### src/rtl/vmem_threshold_unit.sv
// vmem_threshold_unit: 2-stage elastic LIF integrate/threshold/reset stage with spike counter
// clk/rst_n: clock, async active-low reset
// InValid/InReady, NeuronID_In, VmemLeaked, SynInput, RefCount_In: input beat
// Vth, Vreset, RefPeriod: quasi-static neuron parameters (integer volts / steps)
// OutValid/OutReady, NeuronID_Out, VmemNew, RefCount_Out, SpikeOut: write-back beat
// ClearCount, SpikeCount: saturating count of delivered spikes, clear has priority
module vmem_threshold_unit #(
  parameter int INTEGER_WIDTH = 32,
  parameter int DATA_WIDTH_FRAC = 32,
  parameter int DATA_WIDTH = INTEGER_WIDTH + DATA_WIDTH_FRAC,
  parameter int REFRACTORY_WIDTH = 4,
  parameter int NEURON_ID_WIDTH = 11
) (
  input  logic                               clk,
  input  logic                               rst_n,
  input  logic                               InValid,
  output logic                               InReady,
  input  logic        [NEURON_ID_WIDTH-1:0]  NeuronID_In,
  input  logic signed [DATA_WIDTH-1:0]       VmemLeaked,
  input  logic signed [DATA_WIDTH-1:0]       SynInput,
  input  logic        [REFRACTORY_WIDTH-1:0] RefCount_In,
  input  logic signed [INTEGER_WIDTH-1:0]    Vth,
  input  logic signed [INTEGER_WIDTH-1:0]    Vreset,
  input  logic        [REFRACTORY_WIDTH-1:0] RefPeriod,
  input  logic                               ClearCount,
  output logic                               OutValid,
  input  logic                               OutReady,
  output logic        [NEURON_ID_WIDTH-1:0]  NeuronID_Out,
  output logic signed [DATA_WIDTH-1:0]       VmemNew,
  output logic        [REFRACTORY_WIDTH-1:0] RefCount_Out,
  output logic                               SpikeOut,
  output logic        [15:0]                 SpikeCount
);
  localparam logic [DATA_WIDTH-1:0] vmax = {1'b0, {(DATA_WIDTH-1){1'b1}}};
  localparam logic [DATA_WIDTH-1:0] vmin = {1'b1, {(DATA_WIDTH-1){1'b0}}};
  logic                        s1_valid, s1_refr, s1_adv, fire;
  logic [NEURON_ID_WIDTH-1:0]  s1_id;
  logic signed [DATA_WIDTH-1:0] s1_vsum, sat_sum, vreset_q, vth_q;
  logic [REFRACTORY_WIDTH-1:0] s1_ref1;
  logic [DATA_WIDTH:0]         sum_ext;
  assign vreset_q = {Vreset, {DATA_WIDTH_FRAC{1'b0}}};
  assign vth_q    = {Vth, {DATA_WIDTH_FRAC{1'b0}}};
  // one guard bit: overflow shows up as guard bit differing from the sign bit
  assign sum_ext  = {VmemLeaked[DATA_WIDTH-1], VmemLeaked} + {SynInput[DATA_WIDTH-1], SynInput};
  assign sat_sum  = (sum_ext[DATA_WIDTH] != sum_ext[DATA_WIDTH-1]) ? (sum_ext[DATA_WIDTH] ? vmin : vmax)
                                                                   : sum_ext[DATA_WIDTH-1:0];
  assign s1_adv   = !OutValid || OutReady;
  assign InReady  = !s1_valid || s1_adv;
  assign fire     = !s1_refr && (s1_vsum >= vth_q);
  always_ff @(posedge clk or negedge rst_n) begin
    if (!rst_n) begin
      s1_valid <= 1'b0;
      s1_refr  <= 1'b0;
      s1_id    <= '0;
      s1_vsum  <= '0;
      s1_ref1  <= '0;
    end else if (InReady) begin
      s1_valid <= InValid;
      if (InValid) begin
        s1_id    <= NeuronID_In;
        s1_refr  <= RefCount_In != '0;
        s1_vsum  <= (RefCount_In != '0) ? vreset_q : sat_sum;
        s1_ref1  <= (RefCount_In != '0) ? RefCount_In - 1'b1 : '0;
      end
    end
  end
  always_ff @(posedge clk or negedge rst_n) begin
    if (!rst_n) begin
      OutValid     <= 1'b0;
      SpikeOut     <= 1'b0;
      NeuronID_Out <= '0;
      VmemNew      <= '0;
      RefCount_Out <= '0;
    end else if (s1_adv) begin
      OutValid <= s1_valid;
      if (s1_valid) begin
        NeuronID_Out <= s1_id;
        SpikeOut     <= fire;
        VmemNew      <= fire ? vreset_q : s1_vsum;
        RefCount_Out <= fire ? RefPeriod : s1_ref1;
      end
    end
  end
  always_ff @(posedge clk or negedge rst_n) begin
    if (!rst_n) SpikeCount <= '0;
    else if (ClearCount) SpikeCount <= '0;
    else if (OutValid && OutReady && SpikeOut && SpikeCount != 16'hFFFF) SpikeCount <= SpikeCount + 16'd1;
  end
endmodule

### config.mk
export PLATFORM = sky130hd
export DESIGN_NAME = vmem_threshold_unit
export DESIGN_NICKNAME = d
export VERILOG_FILES = /design/src/rtl/vmem_threshold_unit.sv
export SDC_FILE = /design/constraint.sdc
export NUM_CORES = 1
export LEC_CHECK = 0
export ABC_AREA = 1
export ABC_CLOCK_PERIOD_IN_PS = 2350
export BUFFER_PORTS_ARGS = -buffer_cell sky130_fd_sc_hd__buf_2
export CAP_MARGIN = 40
export CELL_PAD_IN_SITES_DETAIL_PLACEMENT = 0
export CELL_PAD_IN_SITES_GLOBAL_PLACEMENT = 1
export CORE_ASPECT_RATIO = 2
export CORE_MARGIN = 1.5
export CORE_UTILIZATION = 39
export DETAILED_ROUTE_END_ITERATION = 8
export GPL_TIMING_DRIVEN = 0
export PLACE_DENSITY_LB_ADDON = 0.1
export SYNTH_ARGS = -nofsm -noshare
export SYNTH_HDL_FRONTEND = slang
export SYNTH_SLANG_ARGS = --single-unit
### constraint.sdc
create_clock -name clk -period 2.35 [get_ports clk]
set_input_delay 0.235 -clock clk [delete_from_list [all_inputs] [get_ports clk]]
set_output_delay 0.235 -clock clk [all_outputs]
set_load 0.05 [all_outputs]
==> flow_metrics.env <==
export IMPL_outcome="finished, violations left"
export IMPL_violations="DRC, setup timing"
export IMPL_grt_setup_unrepaired="true"
export IMPL_syn_inst=2265
export IMPL_whs_ns=0.0377
export IMPL_ir_drop_uv=530
export IMPL_fill_cells=3911
export IMPL_drt_wl_total_mm=54.8
export IMPL_finalSetupViolations=69
export IMPL_design_area_um2=18100
export IMPL_grt_first_pass_wirelength_mm=83.3
export IMPL_hold_class="in2reg"
export IMPL_num_vias=15300
export IMPL_start_util_pct=39.7
export IMPL_drv_cap=0
export IMPL_die_w_um=139
export IMPL_cp_max_fo=7
export IMPL_start_kind="flip-flop"
export IMPL_clock_insertion_delay_worst_skew_ns=0.45
export IMPL_tritoncts="built"
export IMPL_nets=2939
export IMPL_synth_edff_count=0
export IMPL_max_slew_margin_pct=51.8
export IMPL_drc=27
export IMPL_p_per_area_nw_per_um2=683
export IMPL_rows=99
export IMPL_ys_types=42
export IMPL_grt_pass1_vias=15400
export IMPL_htree_num_levels=4
export IMPL_ys_warnings_count=0
export IMPL_leakagePower_uw=0.0103
export IMPL_fin_skew_ns=0.0125
export IMPL_end_kind="flip-flop"
export IMPL_core_um2=36500
export IMPL_synth_flop_cell="dfrtp_1"
export IMPL_synth_fp_nets=2579
export IMPL_io_buffers=312
export IMPL_fin_crit_sh_pct=107
export IMPL_clock_fmax_mhz=399
export IMPL_grt_overflow_total=0
export IMPL_finalCoreUtilization_pct=49.6
export IMPL_layout_common_cells="848 x nand2_1, 335 x inv_1, 313 x buf_2"
export IMPL_drtPass1Iterations=8
export IMPL_finalHoldViolCount=0
export IMPL_dpl_cell_count=3032
export IMPL_crit_type="reg2reg"
export IMPL_die_area_um2=38400
export IMPL_cp_required_ns=2.73
export IMPL_clk_pin_slew_ns=0.08
export IMPL_grt_max_degree=113
export IMPL_antenna_found_initial=0
export IMPL_dpl_hpwl_mm=46.5
export IMPL_synth_area_leaders="dfrtp_1 31%, nand2_1 23%, inv_1 8.7%"
export IMPL_multiInputGateArea_um2=8930
export IMPL_cts_sinks=178
export IMPL_fp_dieH_um=276
export IMPL_ctsRootBufferMaster="clkbuf_16"
export IMPL_synth_seq_cells=178
export IMPL_io_pins=314
export IMPL_place_area_um2=16700
export IMPL_cts_buffer_depth=2
export IMPL_wl_per_cell_um=17.7
export IMPL_cts_buffers=17
export IMPL_yosysSeqAreaShare_pct=30.7
export IMPL_diodes=0
export IMPL_synth_top_cell_by_area="dfrtp_1"
export IMPL_drt_iter0_markers=675
export IMPL_place_congestion=0.998
export IMPL_areaGrowthSynthToFinish_pct=24.9
export IMPL_synthesis_area_um2=14500
export IMPL_grtUsageTotal_pct=28.3
export IMPL_tightest_slew_ns=0.723
export IMPL_regArea_um2=4450
export IMPL_drv_slew=0
export IMPL_postSynthAreaPerCell_um2=6.41
export IMPL_drive_above_1_share_pct=21.2
export IMPL_setup_ws_ns=-0.159
export IMPL_fin_cells=3091
export IMPL_final_common_cell="nand2_1"
export IMPL_fin_tns_setup_ns=-7.25
export IMPL_post_route_min_period_ns=2.51
export IMPL_synthArstFlopShare_pct=100
export IMPL_cp_arrival_ns=2.89
export IMPL_ant_nets=0
export IMPL_viasPerCell=4.94
export IMPL_synth_top_area_share_pct=30.7
## synth_stat cells (11+ instances only)
| master | instances |
|---|---|
| dfrtp_1 | 178 |
| nor4_1 | 14 |
| nand2_1 | 872 |
| a21oi_1 | 132 |
| nor2_1 | 149 |
| o21bai_1 | 22 |
| inv_1 | 335 |
| ha_1 | 97 |
| o21ai_0 | 62 |
| nor3_1 | 14 |
| xor2_1 | 37 |
| nand3_1 | 185 |
| clkbuf_1 | 40 |
| o21ai_2 | 30 |
| buf_6 | 11 |
| nand2_2 | 14 |
## repair_timing
item / CTS / global route
setup buffers: 7 / 4
endpoints found under the setup margin: 135 / 139
pin swaps: 19 / 28
hold buffers: 12 / 0
resized for setup: 69 / 94
gates cloned: 4 / 1
endpoints found under the hold margin: 77 / 0
## report_power, final
group          internal (uW)  switching (uW)  total, uW
Combinational           1660            4000       5670
Clock                   1430            1400       2830
Sequential              3560             328       3890
## cells by family after synthesis
logic type / share of synthesized area, %
AOI/OAI and AO/OA: 10.8
xor gates and xnor gates: 2.35
adders and majority gates: 8.50
buffers and inverters: 11.5
DFF: 30.7
and+or+nand+nor: 36.1
## metal layers
layer  vias up  routed length (um)  share of wire, %  global-route usage, %
met3        94                1730               3.2                   2.74
met4         0                2620               4.8                   13.9
met2       348               31300                57                   58.8
met1      6999               19100                35                   27.1
met5         -                   0                 0                      0
li1       7830                   -                 -                      -
## stage by stage
| step | total power [uW] | setup slack (ns) |
|---|---|---|
| 3_5_place_dp | 9250 | -0.977 |
| 4_1_cts | 12300 | -0.235 |
| 5_1_grt | 13100 | -0.277 |
| 2_1_floorplan | 7540 | 0.0354 |
| 6_report | 12400 | -0.159 |
| 3_3_place_gp | 9190 | -1.88 |
## state kept, by name, summed over array words and instances (netlist names)
signal / cells
VmemNew: 64
s1_vsum: 64
SpikeCount: 16
NeuronID_Out: 11
s1_id: 11
RefCount_Out: 4
s1_ref1: 4
OutValid: 1
SpikeOut: 1
s1_refr: 1
s1_valid: 1
## final cells by class
type                       instances  area share [%]
buffer                            62            2.42
clock buffer                      17            2.35
clock inverter                    14           0.897
inverter                         343            7.10
multi-input combinational       1682            49.2
sequential                       178            24.6
tap                              454            3.13
timing repair buffer             341            10.3
## worst max-delay path: stages (launching register included)
cell and delay, ns:
dfrtp_1 0.42, ha_4 0.30, nand2_4 0.06, nor2_4 0.14, nand4_1 0.24, nor3_4 0.25
nand2_1 0.10, nand3b_1 0.14, nand3_4 0.18, nand2_8 0.19, buf_8 0.15, buf_6 0.13
nand3_1 0.07, nand2_1 0.07
## worst paths after layout
kind                                      from         endpoint  slack, ns  cells after the start
worst max-delay path               s1_vsum[63]      VmemNew[28]      -0.16                     13
worst min-delay path            NeuronID_In[0]         s1_id[0]       0.04                      3
worst max register to register     s1_vsum[63]      VmemNew[28]      -0.16                     13
worst min register to register     VmemNew[26]      VmemNew[26]       0.48                      2
max in group asynchronous                rst_n      VmemNew[45]       1.04                      3
min in group asynchronous                rst_n  NeuronID_Out[6]       0.33                      2
(Power assumes the default switching activity.)
